[config.mk]
export PLATFORM = sky130hd
export DESIGN_NAME = timestamp_ctr
export DESIGN_NICKNAME = d
export VERILOG_FILES = /design/src/rtl/timestamp_ctr.sv
export SDC_FILE = /design/constraint.sdc
export NUM_CORES = 1
export LEC_CHECK = 0
export CAP_MARGIN = 20
export CORE_MARGIN = 2
export CORE_UTILIZATION = 50
export DETAILED_ROUTE_END_ITERATION = 10
export PLACE_DENSITY = 0.79
export SLEW_MARGIN = 15
export SYNTH_ARGS = -nofsm -noshare
export SYNTH_HDL_FRONTEND = slang
export SYNTH_SLANG_ARGS = --single-unit
export TNS_END_PERCENT = 50
[constraint.sdc]
create_clock -name CLK_10HZ -period 4 [get_ports CLK_10HZ]
set_input_delay 1 -clock CLK_10HZ [delete_from_list [all_inputs] [get_ports CLK_10HZ]]
set_output_delay 1 -clock CLK_10HZ [all_outputs]
set_load 0.005 [all_outputs]
[src/rtl/timestamp_ctr.sv]
// timestamp_ctr -- free-running timestamp counter on a 10 Hz tick.
//
// A prescaler divides enabled CLK_10HZ ticks by PRESCALE; each wrap of the
// prescaler is a count event that advances TIMESTAMP. Overflow either wraps
// to zero or saturates at all-ones (SAT_MODE) and sets the sticky WRAP flag.
// A two-state snapshot handshake captures TIMESTAMP on request and holds it
// until acknowledged.
//
// Parameters:
//   WIDTH    counter/timestamp width, 8..48
//   PRESCALE enabled ticks per count event, 1..65535
//   SAT_MODE 0 = wrap at overflow, 1 = saturate at all-ones
// Ports:
//   CLK_10HZ   in   10 Hz clock, all state changes on rising edge
//   RESET      in   asynchronous active-high reset
//   EN         in   count enable
//   LOAD       in   synchronous preset strobe (priority over counting)
//   LOAD_VAL   in   preset value
//   SNAP_REQ   in   snapshot request
//   SNAP_ACK   in   snapshot consumed
//   WRAP_CLR   in   clears WRAP
//   TIMESTAMP  out  live count
//   SNAP_VAL   out  captured timestamp
//   SNAP_VALID out  SNAP_VAL holds a valid snapshot
//   WRAP       out  sticky overflow flag
module timestamp_ctr #(
   parameter int unsigned WIDTH    = 32,
   parameter int unsigned PRESCALE = 1,
   parameter int unsigned SAT_MODE = 0
) (
   input  logic             CLK_10HZ,
   input  logic             RESET,
   input  logic             EN,
   input  logic             LOAD,
   input  logic [WIDTH-1:0] LOAD_VAL,
   input  logic             SNAP_REQ,
   input  logic             SNAP_ACK,
   input  logic             WRAP_CLR,
   output logic [WIDTH-1:0] TIMESTAMP,
   output logic [WIDTH-1:0] SNAP_VAL,
   output logic             SNAP_VALID,
   output logic             WRAP
);

   localparam logic [15:0] PRE_LAST = 16'(PRESCALE - 1);

   typedef enum logic {
      SNAP_IDLE = 1'b0,
      SNAP_HOLD = 1'b1
   } snap_state_t;

   logic [15:0]      pre_cnt;
   logic [WIDTH-1:0] ts_q;
   logic [WIDTH-1:0] snap_q;
   logic             wrap_q;
   logic             count_evt;
   logic             at_max;
   logic             wrap_set;
   snap_state_t      snap_state;
   snap_state_t      snap_next;
   logic             snap_capture;

   // LOAD suppresses the count event even when the prescaler is at its end.
   assign count_evt = EN && !LOAD && (pre_cnt == PRE_LAST);
   assign at_max    = &ts_q;
   assign wrap_set  = count_evt && at_max;

   // Prescaler and live counter
   always_ff @(posedge CLK_10HZ or posedge RESET) begin
      if (RESET) begin
         pre_cnt <= '0;
         ts_q    <= '0;
      end else if (LOAD) begin
         pre_cnt <= '0;
         ts_q    <= LOAD_VAL;
      end else if (EN) begin
         if (pre_cnt == PRE_LAST) begin
            pre_cnt <= '0;
            if (!at_max)
               ts_q <= ts_q + WIDTH'(1);
            else if (SAT_MODE == 0)
               ts_q <= '0;
         end else begin
            pre_cnt <= pre_cnt + 16'd1;
         end
      end
   end

   // Sticky overflow flag; a coincident set beats the clear.
   always_ff @(posedge CLK_10HZ or posedge RESET) begin
      if (RESET)
         wrap_q <= 1'b0;
      else if (wrap_set)
         wrap_q <= 1'b1;
      else if (WRAP_CLR)
         wrap_q <= 1'b0;
   end

   // Snapshot FSM: state register
   always_ff @(posedge CLK_10HZ or posedge RESET) begin
      if (RESET)
         snap_state <= SNAP_IDLE;
      else
         snap_state <= snap_next;
   end

   // Snapshot FSM: next state; in HOLD the request is ignored, only ACK matters.
   always_comb begin
      snap_next    = snap_state;
      snap_capture = 1'b0;
      case (snap_state)
         SNAP_IDLE: begin
            if (SNAP_REQ) begin
               snap_next    = SNAP_HOLD;
               snap_capture = 1'b1;
            end
         end
         SNAP_HOLD: begin
            if (SNAP_ACK)
               snap_next = SNAP_IDLE;
         end
         default: snap_next = SNAP_IDLE;
      endcase
   end

   // Captures the pre-edge counter value, so a coincident LOAD or count
   // event is not visible in the snapshot.
   always_ff @(posedge CLK_10HZ or posedge RESET) begin
      if (RESET)
         snap_q <= '0;
      else if (snap_capture)
         snap_q <= ts_q;
   end

   assign TIMESTAMP  = ts_q;
   assign SNAP_VAL   = snap_q;
   assign SNAP_VALID = (snap_state == SNAP_HOLD);
   assign WRAP       = wrap_q;

endmodule

==> results.py, run 1 <==
metrics = {
    "run_status": {
        "status": "finished clean",
    },
    "power_and_ir_drop": {
        "power_frac_seq_pct": 47.8,
        "p_leak_nw": 2.32,
        "fin_total_pwr_mw": 2.25,
        "internal-power_mw": 1.61,
        "p_sw_uw": 644,
        "peakVddDrop_mv": 0.275,
        "clkPwrFrac_pct": 25.5,
        "comb_power_share_pct": 26.7,
        "swShare_pct": 28.6,
        "power_density_nw_per_um2": 390,
    },
    "logic_synthesis": {
        "syn-num-nets": 492,
        "synth_top_area_share_pct": 46.2,
        "seq_area_frac_synth_pct": 46.2,
        "synthArstFlopShare_pct": 100,
        "yosysWarnings": 0,
        "synth_edf_count": 0,
        "ys_seq_elements": 82,
        "yosys.area.top_type": "dfrtp_1",
        "synthTopCellsByArea": "dfrtp_1 (46%), mux2_2 (8.4%), nor2_1 (3.4%)",
        "netlist-cell-type-count": 68,
        "ys.flop_type": "dfrtp_1",
        "synth_cells": 450,
        "synth.avg_cell_area_um2": 9.86,
        "syn-cell-area_um2": 4440,
    },
    "timing": {
        "setup_viol": 0,
        "setup_slack_ns": 0.814,
        "hold_viol": 0,
        "finClkSkew_ns": 0.0102,
        "rsz0062_at_grt": "false",
        "max_freq_ghz": 0.314,
        "holdWs_ns": 0.508,
        "fin_crit_ns": 3.19,
        "worst_pin_slew_ns": 0.969,
        "tns_ns": 0,
        "min_period_over_period_pct": 79.7,
        "relSlewSlack_pct": 35.2,
        "finalMaxSlewViolations": 0,
    },
    "critical_path": {
        "crit_required_ns": 4.30,
        "critPathCaptureType": "register",
        "cp.arrival_ns": 3.49,
        "crit_fanout": 23,
        "critPathKind": "in2reg",
        "start_kind": "input pin",
    },
    "place": {
        "port_buffers": 104,
        "hpwlAfterDp_um": 8470,
        "place_inst": 646,
        "preCtsSetupSlack_ns": 0.443,
        "place.gp.congestion": 0.922,
    },
    "cells_and_area": {
        "fill_cells": 699,
        "multiInputGateArea_um2": 2220,
        "regArea_um2": 2050,
        "layout-drive-gt1-share_pct": 13.5,
        "nets": 591,
        "diodes": 0,
        "syn2layout_area_growth_pct": 30.1,
        "fin_cells": 662,
    },
    "drt": {
        "vias": 4062,
        "wl_per_cell_um": 18.1,
        "via_per_inst": 6.14,
        "drcViolationCount": 0,
        "drtPass1Iterations": 5,
        "drt_iter0_drc": 317,
        "routed_wl_um": 12000,
        "postRouteAntennaNets": 0,
    },
    "hold_path": {
        "hp-class": "reg2reg",
    },
    "job": {
        "max-cap-violations": 0,
    },
    "die": {
        "core_area_um2": 8680,
        "die_h_um": 98.2,
        "dieWidth_um": 98.2,
        "num_io_pins": 105,
        "dieArea_um2": 9650,
        "rows": 34,
        "initial_core_util_pct": 51.1,
    },
    "cts": {
        "cts_root_buf": "clkbuf_8",
        "cts_setup_buffers": 0,
        "cts_tree": "built",
        "path_clk_slew_ns": 0.09,
        "clock_path_buffers": 2,
        "cts_buffers": 9,
        "cts.htree.levels": 3,
        "clk_latency_ns": 0.36,
        "hold_buffers": 0,
        "postCtsResizedCells": 0,
        "clock_sinks": 82,
    },
    "global_route": {
        "gr-usage-all-layers_pct": 24.9,
        "grt_max_degree": 53,
        "antenna_found_initial": 0,
        "grt_pass1_vias": 3943,
        "gr-total-overflow": 0,
        "grt_first_pass_wirelength_um": 19500,
    },
}
-- final timing paths --
kind                                   startpoint                        end  slack (ns)  cells past startpoint
min reg2reg                      WRAP$_DFFE_PP0P_           WRAP$_DFFE_PP0P_        0.51                      2
max in group asynchronous                   RESET   TIMESTAMP[5]$_DFFE_PP0P_        2.31                      3
max reg2reg                pre_cnt[0]$_DFFE_PP0P_  TIMESTAMP[15]$_DFFE_PP0P_        1.14                      7
min                              WRAP$_DFFE_PP0P_           WRAP$_DFFE_PP0P_        0.51                      2
min in group asynchronous                   RESET   SNAP_VAL[31]$_DFFE_PP0P_        1.03                      2
max                                            EN  TIMESTAMP[15]$_DFFE_PP0P_        0.81                      6
-- worst max-delay path: stages --
cell and delay (ns):
clkdlybuf4s50_1 0.55, or4b_1 0.45, or4_4 0.59, and2_1 0.39, o41ai_1 0.38, a21o_1 0.12
-- state kept, by name, summed over array words and instances, names as in the netlist --
register	cells
SNAP_VAL	32
SNAP_VALID	1
pre_cnt	16
TIMESTAMP	32
WRAP	1
-- power by group through the flow --
stage	combinational [mW]	sequential (mW)	clock [mW]
2_1_floorplan	0.237	1.08	0
3_3_place_gp	0.591	1.08	0
3_5_place_dp	0.606	1.09	0
4_1_cts	0.610	1.08	0.580
5_1_grt	0.647	1.10	0.622
6_report	0.601	1.08	0.574
-- synth_stat cells, drive strengths merged (5+ instances only) --
| cell type | instances |
|---|---|
| nand4 | 22 |
| nor4 | 8 |
| inv | 15 |
| a31oi | 5 |
| buf | 7 |
| xnor2 | 5 |
| a21oi | 21 |
| or4 | 7 |
| nand3 | 29 |
| dfrtp | 82 |
| xor2 | 8 |
| and3 | 8 |
| mux2 | 33 |
| nor3 | 5 |
| clkbuf | 18 |
| o31ai | 6 |
| or3 | 7 |
| mux2i | 5 |
| o21ai | 14 |
| nor2 | 40 |
| nand2 | 36 |
-- cells in the final DEF (no fill, tap or decap), types with 3 or more instances in the layout --
cell / n
a21oi_1: 21
a31oi_1: 5
a32o_1: 3
and2_1: 3
and3_1: 8
and4_1: 4
buf_4: 8
clkbuf_8: 11
clkdlybuf4s50_1: 103
clkinvlp_4: 4
dfrtp_1: 82
ha_1: 3
inv_1: 14
mux2_2: 33
mux2i_1: 5
nand2_1: 35
nand2b_1: 3
nand3_1: 29
nand3b_1: 3
nand4_1: 22
nor2_1: 40
nor3_1: 4
nor4_1: 7
o211ai_1: 3
o21ai_0: 13
o22a_1: 3
o2bb2a_1: 4
o31ai_1: 6
or3_1: 7
or4_1: 4
or4_4: 3
xnor2_1: 5
xor2_1: 8
-- cell type report --
type	count	share of cell area, %
Clock buffer	11	2.62
Clock inverter	5	0.672
Tap cell	108	2.34
Multi-Input combinational cell	327	38.4
Timing Repair Buffer	113	19.3
Sequential cell	82	35.5
Inverter	16	1.06
-- metrics by stage --
step	cell area (um^2)	util, %
2_1_floorplan	4440	-
3_3_place_gp	5580	64.3
3_5_place_dp	5580	64.3
4_1_cts	5770	66.5
5_1_grt	5770	66.5
6_report	5770	66.5
-- kinds of logic (layout without fill, tap and decap cells) --
logic type / Yosys count / count (layout) / synth area share [%]
flops: 82 / 82 / 46.2
mux: 38 / 38 / 9.50
compound gates: 89 / 89 / 14.4
buf+inv: 41 / 145 / 4.09
simple gates: 184 / 184 / 22.3
fa+ha+maj: 3 / 3 / 0.846
xor+xnor: 13 / 13 / 2.57
-- routing by layer --
metal / vias to the layer above / wire (um) / track usage [%]
li1: 1879 / - / -
met2: 201 / 5860 / 40.5
met3: 28 / 910 / 6.08
met5: - / 0 / 0
met1: 1954 / 4990 / 33.1
met4: 0 / 198 / 7.80
Note: power is estimated with default switching activity, not from simulation.
==> inputs of run 2 (changes only) <==
==> constraint.sdc (replaced) <==
create_clock -name CLK_10HZ -period 3.2 [get_ports CLK_10HZ]
set_input_delay 0.8 -clock CLK_10HZ [delete_from_list [all_inputs] [get_ports CLK_10HZ]]
set_output_delay 0.8 -clock CLK_10HZ [all_outputs]
set_load 0.005 [all_outputs]
==> run 2 against run 1 <==
  * Combinational power rose by 28%
  * Via count is 1.8% higher
  * Largest power group unchanged
  * Global-route usage rose by 2.4 points
  * Register-to-register slack worse by 0.70 ns
  * Power grew 30%
  * Utilization up 1.3 points
  * Highest routed layer unchanged
  * First-iteration DRC count is 6.3% lower
  * Hold slack lost 0.0033 ns
  * Setup slack lost 0.47 ns
  * Non-clock buffer count is 11 higher
  * Critical path type unchanged
==> results.py, run 2 (same netlist as run 1, synthesis figures left out) <==
metrics = {
    "power_and_ir_drop": {
        "power_density_nw_per_um2": 498,
        "clkPwrFrac_pct": 27.6,
        "internal-power_mw": 2.08,
        "p_leak_nw": 2.40,
        "peakVddDrop_mv": 0.301,
        "swShare_pct": 29.2,
        "comb_power_share_pct": 26.4,
        "power_frac_seq_pct": 46.1,
        "p_sw_uw": 854,
    },
    "global_route": {
        "gr-total-overflow": 0,
        "antenna_found_initial": 0,
        "gr-usage-all-layers_pct": 27.3,
        "grt_pass1_vias": 4137,
        "grt_first_pass_wirelength_um": 21300,
        "grt_max_degree": 83,
    },
    "drt": {
        "via_per_inst": 6.14,
        "drt_iter0_drc": 297,
        "routed_wl_um": 12600,
        "postRouteAntennaNets": 0,
        "wl_met1_um": 5170,
        "highest_layer": "met4",
        "vias": 4135,
        "drcViolationCount": 0,
        "drtPass1Iterations": 5,
        "wl_per_cell_um": 18.7,
        "wl_met2_um": 6170,
        "wl_met3_um": 979,
    },
    "die": {
        "dieWidth_um": 98.2,
        "die_h_um": 98.2,
        "rows": 34,
        "dieArea_um2": 9650,
        "initial_core_util_pct": 51.1,
        "core_area_um2": 8680,
        "num_io_pins": 105,
    },
    "cts": {
        "clk_latency_ns": 0.37,
        "cts_root_buf": "clkbuf_8",
        "clock_path_buffers": 2,
        "hold_buffers": 0,
        "cts.htree.levels": 3,
        "cts_tree": "built",
        "clock_sinks": 82,
        "cts_setup_buffers": 0,
        "path_clk_slew_ns": 0.09,
        "cts_buffers": 9,
        "postCtsResizedCells": 0,
    },
    "timing": {
        "hold_viol": 0,
        "finalMaxSlewViolations": 0,
        "worst_pin_slew_ns": 0.629,
        "min_period_over_period_pct": 89.1,
        "max_freq_ghz": 0.351,
        "setup_viol": 0,
        "tns_ns": 0,
        "fin_crit_ns": 2.85,
        "finClkSkew_ns": 0.0108,
        "rsz0062_at_grt": "false",
        "relSlewSlack_pct": 57.7,
    },
    "critical_path": {
        "cp-endpoint": "TIMESTAMP[15]$_DFFE_PP0P_",
        "cp.arrival_ns": 3.16,
        "crit_required_ns": 3.51,
        "crit_start": "EN",
        "crit_fanout": 13,
        "rr_startpoint": "pre_cnt[0]$_DFFE_PP0P_",
        "reg2reg_depth": 7,
        "r2r_end": "TIMESTAMP[15]$_DFFE_PP0P_",
        "start_kind": "input pin",
        "critPathCaptureType": "register",
        "critPathKind": "in2reg",
        "r2r_slack_ns": 0.44,
    },
    "run_status": {
        "status": "finished clean",
    },
    "place": {
        "place.gp.congestion": 0.917,
        "place_inst": 657,
        "hpwlAfterDp_um": 8810,
        "port_buffers": 104,
    },
    "cells_and_area": {
        "diodes": 0,
        "syn2layout_area_growth_pct": 32.6,
        "most-common-layout-cells": "clkdlybuf4s50_1 (103), dfrtp_1 (82), nor2_1 (40)",
        "fin_cells": 673,
        "nets": 602,
        "layout-drive-gt1-share_pct": 15.2,
        "layout_commonest_cell": "clkdlybuf4s50_1",
    },
    "hold_path": {
        "hp-class": "reg2reg",
    },
    "job": {
        "max-cap-violations": 0,
    },
}
[run 2: worst min-delay path by stage]
stage	startpoint	to	slack [ns]	cells after the start
6_report	WRAP$_DFFE_PP0P_	WRAP$_DFFE_PP0P_	0.50	2
5_1_grt	SNAP_VAL[15]$_DFFE_PP0P_	SNAP_VAL[15]$_DFFE_PP0P_	0.53	1
2_1_floorplan	WRAP$_DFFE_PP0P_	WRAP$_DFFE_PP0P_	0.48	2
4_1_cts	WRAP$_DFFE_PP0P_	WRAP$_DFFE_PP0P_	0.51	2
3_5_place_dp	WRAP$_DFFE_PP0P_	WRAP$_DFFE_PP0P_	0.49	2
3_3_place_gp	WRAP$_DFFE_PP0P_	WRAP$_DFFE_PP0P_	0.49	2
[run 2: through the flow]
| stage | util, % | worst slack (ns) | instance area [um^2] | total power, mW | hold slack [ns] |
|---|---|---|---|---|---|
| after global routing | 67.8 | 0.217 | 5890 | 3.07 | 0.533 |
| final | 67.8 | 0.348 | 5890 | 2.93 | 0.504 |
| after floorplan | - | 0.292 | 4440 | 1.65 | 0.479 |
| after global placement | 65.4 | 0.0230 | 5680 | 2.11 | 0.485 |
| after CTS | 67.8 | 0.348 | 5890 | 2.94 | 0.510 |
| after detailed placement | 65.4 | 0.00837 | 5680 | 2.15 | 0.486 |
[run 2: power groups by stage]
stage                     Clock (mW)  Sequential (mW)  Combinational [mW]
final                          0.807             1.35               0.772
after global routing           0.859             1.38               0.831
after CTS                      0.811             1.35               0.781
after detailed placement           0             1.37               0.775
after global placement             0             1.36               0.756
after floorplan                    0             1.35               0.297
[run 2: critical path, cell delays in order]
cell             delay (ns)
clkdlybuf4s50_1        0.49
or4b_1                 0.44
or4_4                  0.55
and2_1                 0.39
o41ai_1                0.38
a21o_1                 0.12
[run 2: metal layers]
metal / global-route usage [%] / up-vias
met4: 8.96 / 0
met1: 36.9 / 1997
li1: - / 1892
met2: 45.2 / 214
met5: 0 / -
met3: 4.29 / 32
[run 2: layout make-up]
type / instances / area, um^2
multi-input combinational: 327 / 2220
clock inverter: 7 / 83.8
tap: 108 / 135
clock buffer: 9 / 124
fill: 694 / 2790
timing repair buffer: 124 / 1210
sequential: 82 / 2050
inverter: 16 / 61.3
